[config.mk]
export PLATFORM = sky130hd
export DESIGN_NAME = tcam_ctrl_flat
export DESIGN_NICKNAME = d
export VERILOG_FILES = /design/src/rtl/tcam_pkg.sv /design/src/rtl/tcam_if.sv /design/src/rtl/tcam_entry_match.sv /design/src/rtl/tcam_ctrl.sv /design/src/flat_wrapper.sv
export SDC_FILE = /design/constraint.sdc
export NUM_CORES = 1
export LEC_CHECK = 0
export CAP_MARGIN = 20
export CORE_AREA = 2 2 206 107
export CTS_BUF_LIST = sky130_fd_sc_hd__clkbuf_16
export DETAILED_ROUTE_END_ITERATION = 7
export DIE_AREA = 0 0 208 109
export PLACE_DENSITY = 0.78
export SLEW_MARGIN = 20
export SYNTH_ARGS = -nofsm -noshare
export SYNTH_HDL_FRONTEND = slang
export SYNTH_SLANG_ARGS = --single-unit
[constraint.sdc]
create_clock -name clk -period 3.9 [get_ports clk]
set_input_delay 0.585 -clock clk [delete_from_list [all_inputs] [get_ports clk]]
set_output_delay 0.585 -clock clk [all_outputs]
set_load 0.02 [all_outputs]
[src/rtl/tcam_pkg.sv]
// Shared op-codes and FSM state type for the TCAM controller.
package tcam_pkg;

    localparam logic [1:0] OP_WRITE  = 2'b00;
    localparam logic [1:0] OP_SEARCH = 2'b01;
    localparam logic [1:0] OP_INV    = 2'b10;
    localparam logic [1:0] OP_RSVD   = 2'b11;

    typedef enum logic [1:0] {
        ST_IDLE,
        ST_WRITE,
        ST_SEARCH,
        ST_RESP
    } state_t;

endpackage

[src/rtl/tcam_if.sv]
// Command/response handshake bundle between a requester and the TCAM controller.
interface tcam_if #(
    parameter int DATA_W = 8,
    parameter int DEPTH  = 16
);
    localparam int IDX_W = $clog2(DEPTH);

    logic              cmd_valid;
    logic              cmd_ready;
    logic [1:0]        cmd_op;
    logic [IDX_W-1:0]  cmd_idx;
    logic [DATA_W-1:0] cmd_key;
    logic [DATA_W-1:0] cmd_mask;
    logic              rsp_valid;
    logic              rsp_ready;
    logic              rsp_hit;
    logic [IDX_W-1:0]  rsp_idx;

    modport master (
        output cmd_valid, cmd_op, cmd_idx, cmd_key, cmd_mask, rsp_ready,
        input  cmd_ready, rsp_valid, rsp_hit, rsp_idx
    );

    modport slave (
        input  cmd_valid, cmd_op, cmd_idx, cmd_key, cmd_mask, rsp_ready,
        output cmd_ready, rsp_valid, rsp_hit, rsp_idx
    );

endinterface

[src/rtl/tcam_entry_match.sv]
// Combinational ternary compare of one stored entry against a search key.
module tcam_entry_match #(
    parameter int DATA_W = 8
) (
    input  logic [DATA_W-1:0] key_i,
    input  logic [DATA_W-1:0] value_i,
    input  logic [DATA_W-1:0] mask_i,
    input  logic              valid_i,
    output logic              match_o
);

    assign match_o = valid_i && (((key_i ^ value_i) & mask_i) == '0);

endmodule

[src/rtl/tcam_ctrl.sv]
// Sequential-scan TCAM controller: one entry compared per cycle, lowest index wins.
module tcam_ctrl
    import tcam_pkg::*;
#(
    parameter int DATA_W = 8,
    parameter int DEPTH  = 16
) (
    input  logic  clk,
    input  logic  rst_n,
    tcam_if.slave bus
);

    localparam int               IDX_W    = $clog2(DEPTH);
    localparam logic [IDX_W-1:0] LAST_IDX = IDX_W'(DEPTH - 1);

    state_t            state_q;
    logic [1:0]        op_q;
    logic [IDX_W-1:0]  idx_q;
    logic [IDX_W-1:0]  scan_q;
    logic [DATA_W-1:0] key_q;
    logic [DATA_W-1:0] mask_q;
    logic              cmd_ready_q;
    logic              rsp_valid_q;
    logic              rsp_hit_q;
    logic [IDX_W-1:0]  rsp_idx_q;

    logic [DATA_W-1:0] value_mem [DEPTH];
    logic [DATA_W-1:0] mask_mem  [DEPTH];
    logic [DEPTH-1:0]  valid_q;

    logic              scan_match;
    logic              write_en;

    assign write_en = (state_q == ST_WRITE);

    tcam_entry_match #(.DATA_W(DATA_W)) u_match (
        .key_i   (key_q),
        .value_i (value_mem[scan_q]),
        .mask_i  (mask_mem[scan_q]),
        .valid_i (valid_q[scan_q]),
        .match_o (scan_match)
    );

    // RESP spends one cycle raising rsp_valid, so outputs trail the state by a cycle.
    always_ff @(posedge clk or negedge rst_n) begin
        if (!rst_n) begin
            state_q     <= ST_IDLE;
            op_q        <= OP_WRITE;
            idx_q       <= '0;
            scan_q      <= '0;
            key_q       <= '0;
            mask_q      <= '0;
            cmd_ready_q <= 1'b1;
            rsp_valid_q <= 1'b0;
            rsp_hit_q   <= 1'b0;
            rsp_idx_q   <= '0;
        end else begin
            case (state_q)
                ST_IDLE: begin
                    if (bus.cmd_valid && cmd_ready_q) begin
                        op_q        <= bus.cmd_op;
                        idx_q       <= bus.cmd_idx;
                        key_q       <= bus.cmd_key;
                        mask_q      <= bus.cmd_mask;
                        scan_q      <= '0;
                        cmd_ready_q <= 1'b0;
                        state_q     <= (bus.cmd_op == OP_SEARCH) ? ST_SEARCH : ST_WRITE;
                    end
                end
                ST_WRITE: begin
                    rsp_hit_q <= 1'b0;
                    rsp_idx_q <= idx_q;
                    state_q   <= ST_RESP;
                end
                ST_SEARCH: begin
                    if (scan_match) begin
                        rsp_hit_q <= 1'b1;
                        rsp_idx_q <= scan_q;
                        state_q   <= ST_RESP;
                    end else if (scan_q == LAST_IDX) begin
                        rsp_hit_q <= 1'b0;
                        rsp_idx_q <= '0;
                        state_q   <= ST_RESP;
                    end else begin
                        scan_q <= scan_q + 1'b1;
                    end
                end
                ST_RESP: begin
                    if (!rsp_valid_q) begin
                        rsp_valid_q <= 1'b1;
                    end else if (bus.rsp_ready) begin
                        rsp_valid_q <= 1'b0;
                        cmd_ready_q <= 1'b1;
                        state_q     <= ST_IDLE;
                    end
                end
                default: state_q <= ST_IDLE;
            endcase
        end
    end

    always_ff @(posedge clk or negedge rst_n) begin
        if (!rst_n) begin
            valid_q <= '0;
        end else if (write_en) begin
            if (op_q == OP_WRITE) begin
                valid_q[idx_q] <= 1'b1;
            end else if (op_q == OP_INV) begin
                valid_q[idx_q] <= 1'b0;
            end
        end
    end

    // Value/mask carry no reset; the valid flag alone gates matching.
    always_ff @(posedge clk) begin
        if (write_en && (op_q == OP_WRITE)) begin
            value_mem[idx_q] <= key_q;
            mask_mem[idx_q]  <= mask_q;
        end
    end

    assign bus.cmd_ready = cmd_ready_q;
    assign bus.rsp_valid = rsp_valid_q;
    assign bus.rsp_hit   = rsp_hit_q;
    assign bus.rsp_idx   = rsp_idx_q;

endmodule

[src/flat_wrapper.sv]
// flat-port wrapper written by rule: the top's interface ports become plain ports
module tcam_ctrl_flat import tcam_pkg::*;
#(
    parameter int DATA_W = 8,
    parameter int DEPTH  = 16
)
  (clk, rst_n, bus_cmd_valid, bus_cmd_op, bus_cmd_idx, bus_cmd_key, bus_cmd_mask, bus_rsp_ready, bus_cmd_ready, bus_rsp_valid, bus_rsp_hit, bus_rsp_idx);
  tcam_if #(.DATA_W(DATA_W), .DEPTH(DEPTH)) bus_i ();
  input  logic clk;
  input  logic rst_n;
  input wire logic [$bits(bus_i.cmd_valid)-1:0] bus_cmd_valid;
  input wire logic [$bits(bus_i.cmd_op)-1:0] bus_cmd_op;
  input wire logic [$bits(bus_i.cmd_idx)-1:0] bus_cmd_idx;
  input wire logic [$bits(bus_i.cmd_key)-1:0] bus_cmd_key;
  input wire logic [$bits(bus_i.cmd_mask)-1:0] bus_cmd_mask;
  input wire logic [$bits(bus_i.rsp_ready)-1:0] bus_rsp_ready;
  output wire logic [$bits(bus_i.cmd_ready)-1:0] bus_cmd_ready;
  output wire logic [$bits(bus_i.rsp_valid)-1:0] bus_rsp_valid;
  output wire logic [$bits(bus_i.rsp_hit)-1:0] bus_rsp_hit;
  output wire logic [$bits(bus_i.rsp_idx)-1:0] bus_rsp_idx;
  assign bus_i.cmd_valid = bus_cmd_valid;
  assign bus_i.cmd_op = bus_cmd_op;
  assign bus_i.cmd_idx = bus_cmd_idx;
  assign bus_i.cmd_key = bus_cmd_key;
  assign bus_i.cmd_mask = bus_cmd_mask;
  assign bus_i.rsp_ready = bus_rsp_ready;
  assign bus_cmd_ready = bus_i.cmd_ready;
  assign bus_rsp_valid = bus_i.rsp_valid;
  assign bus_rsp_hit = bus_i.rsp_hit;
  assign bus_rsp_idx = bus_i.rsp_idx;
  tcam_ctrl #(.DATA_W(DATA_W), .DEPTH(DEPTH)) u_core (.clk(clk), .rst_n(rst_n), .bus(bus_i));
endmodule
* Yosys cells after proc, flatten, opt, wreduce, memory -nomap -nowiden
Memories as Yosys holds them, arrays and structs flattened.
Index checks and enable logic that the tools add are counted.
** Word-level totals
- Word-level logic and storage cells :: 82
- Bits in registers :: 51
- Memories :: 2
- Input bits :: 26
- Memory bits (writable) :: 256
- Output and inout port bits :: 7
** Operators by class
- Muxes and demuxes :: 31
- Reduce and logical (&&, ||, !) cells :: 17
- Bitwise logic cells :: 5
- Add/sub/neg operators :: 1
- Equal/unequal tests :: 12
- Magnitude comparators :: 3
** Memory list
- u_core.mask_mem :: words 16, bits a word 8, rd ports 1, clocked after memory_dff 0, write ports 1, line tcam_ctrl.sv:28 : logic [DATA_W-1:0] mask_mem [DEPTH];
- u_core.value_mem :: words 16, bits a word 8, rd ports 1, clocked after memory_dff 0, write ports 1, line tcam_ctrl.sv:27 : logic [DATA_W-1:0] value_mem [DEPTH];
** Operators with widths (count)
- $mux W16 :: 2
- $mux W4 :: 5
- $and A16 B16 Y16 :: 1
- $not A16 Y16 :: 1
- $or A16 B16 Y16 :: 1
- $pmux W4 S2 :: 2
- $mux W2 :: 6
- $reduce_and A4 Y1 :: 3
- $mux W1 :: 11
- $lt A4 B5 Y1 const B :: 2
- $and A8 B8 Y8 :: 1
- $logic_not A8 Y1 :: 1
- $pmux W2 S4 :: 1
- $reduce_bool A2 Y1 :: 4
- $xor A8 B8 Y8 :: 1
- $eq A2 B2 Y1 const B :: 3
- $ne A2 B2 Y1 const B :: 3
- $reduce_and A2 Y1 :: 3
- $add A4 B1 Y4 const B :: 1
- $bmux W1 S4 :: 1
- $demux W1 S4 :: 1
- $eq A2 B1 Y1 const B :: 2
- $eq A4 B4 Y1 const B :: 1
- $ge A4 B1 Y1 const B :: 1
- other kinds (5) :: 11

* Depth between registers and ports, before layout
- Depth in word-level cells :: 8
- Gate-level depth with buffers :: 13
- Depth with buffers taken out :: 8

* Cells and area by module
From an unflattened synthesis, not the netlist that was laid out.
** Unflattened totals
- Cells, all modules :: 619
- Area total of the unflattened synthesis :: 12209.2 um2
** Modules (own cells, without submodules)
- tcam_ctrl :: cells an instance 606, times used 1, sequential area each 8964.8 um2, area an instance 12092.8 um2
- tcam_entry_match :: cells an instance 13, times used 1, sequential area each 0.0 um2, area an instance 116.4 um2

* Worst setup path after synthesis
Ideal clock, no wire load.
- Kind :: reg2reg
- Start point :: reg u_core.state_q[1]
- End point :: mem u_core.mask_mem[9][0] (enable)
- Clock period less this slack :: 3.032 ns
- Arrival time :: 2.595 ns
- Required time :: 3.464 ns
- Cell stages (with the launch flop) :: 6
- Setup time :: 0.436 ns
- Path slack :: 0.868 ns
- Path buffers :: 0
- Path through :: dfrtp_1 inv_1 ha_1 nor2b_1 nand2_1 nor4b_1
** Between the ends
- Word-level cells in the longest chain between the ends :: 4
** Ends and longest elaborated chain
- start: declaration :: line tcam_ctrl.sv:16 : state_t state_q;
- start signal: assignment :: line tcam_ctrl.sv:67 : state_q <= (bus.cmd_op == OP_SEARCH) ? ST_SEARCH : ST_WRITE;
- $eq A2 B1 Y1 :: line tcam_ctrl.sv:34 : assign write_en = (state_q == ST_WRITE);
- $logic_and A1 B1 Y1 :: line tcam_ctrl.sv:116 : if (write_en && (op_q == OP_WRITE)) begin
- $mux W1 :: line tcam_ctrl.sv:116
- $mux W1 (implied by the code) :: line tcam_ctrl.sv:118 : mask_mem[idx_q] <= mask_q;
- end: declaration :: line tcam_ctrl.sv:28
No other way between the ends.

* Final worst setup path
- Start point :: reg u_core.scan_q[0]
- End point :: reg u_core.state_q[1]
** Between the ends
- Word-level cells in the longest chain between the ends :: 7
- Elaborated cells between the ends (all ways) :: 13
- Classes of those cells :: 2 x eq/ne; 4 x mux; 2 x bitwise; 3 x reduce/logical; 2 x memory
** Ends and longest elaborated chain
- start: declaration :: line tcam_ctrl.sv:19 : logic [IDX_W-1:0] scan_q;
- start signal: assignment :: line tcam_ctrl.sv:85 : scan_q <= scan_q + 1'b1;
- $mem_v2 Z16 W8
- $xor A8 B8 Y8 :: line tcam_entry_match.sv:12 : assign match_o = valid_i && (((key_i ^ value_i) & mask_i) == '0);
- $and A8 B8 Y8 :: line tcam_entry_match.sv:12
- $logic_not A8 Y1 :: line tcam_entry_match.sv:12
- $logic_and A1 B1 Y1 :: line tcam_entry_match.sv:12
- $ne A3 B1 Y1 (no line) / $mux W2 (equally long branches)
- $reduce_and A4 Y1 (no line) / $pmux W2 S4 (equally long branches)
Parallel ways exist; a longest one is shown, timed or not. The select of a mux whose other input is x is not followed.
A chain may end at the register's enable or synchronous reset.

==> results.yml <==
power_and_ir_drop:
  ir_drop_v: 0.000433
  p_total_mw: 9.53
  power.density_mw_per_mm2: 676
  p_leak_nw: 4.86
routing:
  post_drt_wl_per_cell_um: 27.2
  drtIter0Drc: 970
  drc: 0
  vias: 6698
  firstDrtPassIters: 5
  routed_wl_um: 28300
  via_per_inst: 6.42
  ant_nets: 0
sta:
  clock-skew-final_ns: 0.00901
  worst_pin_slew_ns: 0.864
  final.setup.tns_ns: 0
  slew_viol_final: 0
  hold_violations: 0
  setup_viol: 0
  period_share_pct: 94.8
  rsz0062_at_grt: "no"
  max_freq_mhz: 270
  max-slew-margin-rel_pct: 42.4
  finalCriticalPeriod_ns: 3.70
die:
  rows: 38
  die-area_mm2: 0.0227
  die_w_um: 208
  die_y_um: 109
  core_area_mm2: 0.0210
  initial_core_util_pct: 59.3
  io_pins: 33
layout:
  multi_input_area_mm2: 0.00329
  fillers: 1383
  final_common_cell: "edfxtp_1"
  syn2layout_area_growth_pct: 13.3
  layout.area.seq_mm2: 0.00897
  fin_area_mm2: 0.0141
  layout-drive-gt1-share_pct: 22.3
  diodes: 0
  nets: 775
  layout_common_cells: "edfxtp_1 (256), mux4_2 (47), dfrtp_1 (47)"
setup_path:
  crit_path_max_fanout: 18
  crit_type: "reg2reg"
  ff2ff_setup_slack_ns: 0.20
  required_ns: 4.35
  critPathLaunchType: "flop"
  endpoint_kind: "flop"
  crit_arrival_ns: 4.15
cts:
  htreeDepth: 1
  clock_latency_ns: 0.54
  cts.sinks: 307
  clkTransAtPathRegs_ns: 0.07
  cts_made_buffers: 26
  cts_tree: "yes"
  cts-root-buf: "clkbuf_16"
  cts_buffer_depth: 3
  ctsResizeCount: 0
global_routing:
  grt_pass1_vias: 6664
  grt_overflow_total: 0
  grt_pass1_wl_um: 41800
  grt_max_degree: 40
  grt_use_total_pct: 25.8
  antenna_found_initial: 0
yosys:
  ys_seq_area_share_pct: 72.0
  avgSynthCellArea_um2: 18.3
  synth_nets: 711
  yosysWarnings: 0
  ys_async_sr_fraction_pct: 16.6
  synthFlopType: "edfxtp_1"
  syn_area_mm2: 0.0125
  ys_ff_latch: 307
  yosysUniqueCellTypes: 54
  synth-edff-count: 256
  syn_inst: 680
placement:
  dpl.hpwl_um: 17500
  post_dp_cell_area_mm2: 0.0133
  gp_congestion: 0.830
  port_buffers: 32
min_path:
  hold_class: "in2async"
flow_run:
  drv_cap: 0
outcome:
  outcome: "finished, final reports clean"
==> per-stage QoR <==
step | instances | hold WS, ns | setup slack (ns) | utilization (%)
after floorplan | 680 | 0.289 | 0.868 | -
after global placement | 994 | 0.454 | 0.313 | 63.1
after detailed placement | 994 | 0.466 | 0.278 | 63.1
after CTS | 1042 | 0.248 | 0.262 | 67.0
after global routing | 1044 | 0.497 | 0.0773 | 67.1
final | 1044 | 0.472 | 0.203 | 67.1
==> cells in the mapped netlist, types with 6 or more instances <==
cell type	count	area [um2]
a21o_1	17	128
inv_1	13	48.8
a21oi_1	11	55.1
mux2i_1	45	450
edfxtp_1	256	7690
xor2_1	7	61.3
dfrtp_1	50	1250
mux2_2	25	282
buf_2	18	90.1
nor2_1	29	109
o21ai_0	10	50.1
nand2_1	39	146
clkbuf_1	6	22.5
a22oi_1	8	60.1
mux4_1	6	158
nand3_1	10	50.1
mux4_2	47	1060
nor2b_1	6	37.5
==> logic make-up (layout without fill, tap and decap cells) <==
logic type	Yosys count	count (layout)	synth area share, %
compound gates	77	77	4.66
xor+xnor	9	9	0.633
fa+ha+maj	5	5	0.502
buf+inv	46	130	1.96
flops	307	307	72.0
mux	127	127	16.1
simple gates	109	109	4.14
==> sequential cells by signal (all words and copies together), names as in the netlist, named ones only <==
| register | cells |
|---|---|
| u_core.op_q | 2 |
| u_core.key_q | 8 |
| u_core.state_q | 2 |
| u_core.idx_q | 4 |
| u_core.mask_q | 8 |
| u_core.bus.cmd_ready | 1 |
| u_core.value_mem | 128 |
| u_core.scan_q | 4 |
| u_core.bus.rsp_hit | 1 |
| u_core.bus.rsp_idx | 4 |
| u_core.mask_mem | 128 |
| u_core.bus.rsp_valid | 1 |
==> cell type report <==
class / count / share of cell area (%)
repair buffers: 69 / 4.49
clock inverters: 21 / 0.958
inverters: 13 / 0.346
multi-input cells: 327 / 23.3
clock buffers: 27 / 4.79
well taps: 280 / 2.48
flip-flops and latches: 307 / 63.6
==> worst max-delay path: stages, from the launching register on <==
cell and delay [ns]:
dfrtp_2 0.74, buf_4 0.30, nor2b_1 0.55, a221oi_1 0.21, o21ai_0 0.15, nor2_1 0.10
a2111oi_2 0.49, nand4_2 0.32, buf_4 0.28, a31oi_1 0.24, a2bb2oi_1 0.21
==> final timing paths <==
kind,startpoint,end,cells after the start
setup / recovery,u_core.scan_q[0]$_DFFE_PN0P_,u_core.state_q[1]$_DFFE_PN0P_,10
hold / removal,rst_n,u_core.idx_q[2]$_DFFE_PN0P_,2
setup reg to reg,u_core.scan_q[0]$_DFFE_PN0P_,u_core.state_q[1]$_DFFE_PN0P_,10
hold reg to reg,flop,flop,1
max in group asynchronous,rst_n,u_core.bus.cmd_ready$_DFFE_PN1P_,4
min in group clk,flop,flop,1
==> metal layers <==
metal	routed length, um	global-route usage (%)	vias up
li1	-	-	2839
met1	12300	40.4	3452
met2	12300	37.5	357
met3	3170	6.28	50
met4	535	4.91	0
met5	0	0	-
==> power breakdown <==
| group | internal, mW | switching, mW | leakage (nW) | total, mW |
|---|---|---|---|---|
| registers | 4.28 | 0.659 | 2.94 | 4.93 |
| clock network | 1.38 | 1.11 | 0.435 | 2.49 |
| logic | 1.00 | 1.10 | 1.49 | 2.11 |
==> repair_timing <==
item | 4_1_cts | 5_1_grt
endpoints found under the hold margin | 0 | 12
setup buffers | 0 | 0
hold buffers | 0 | 1
endpoints found under the setup margin | 0 | 0
Note: power is estimated with default switching activity, not from simulation.
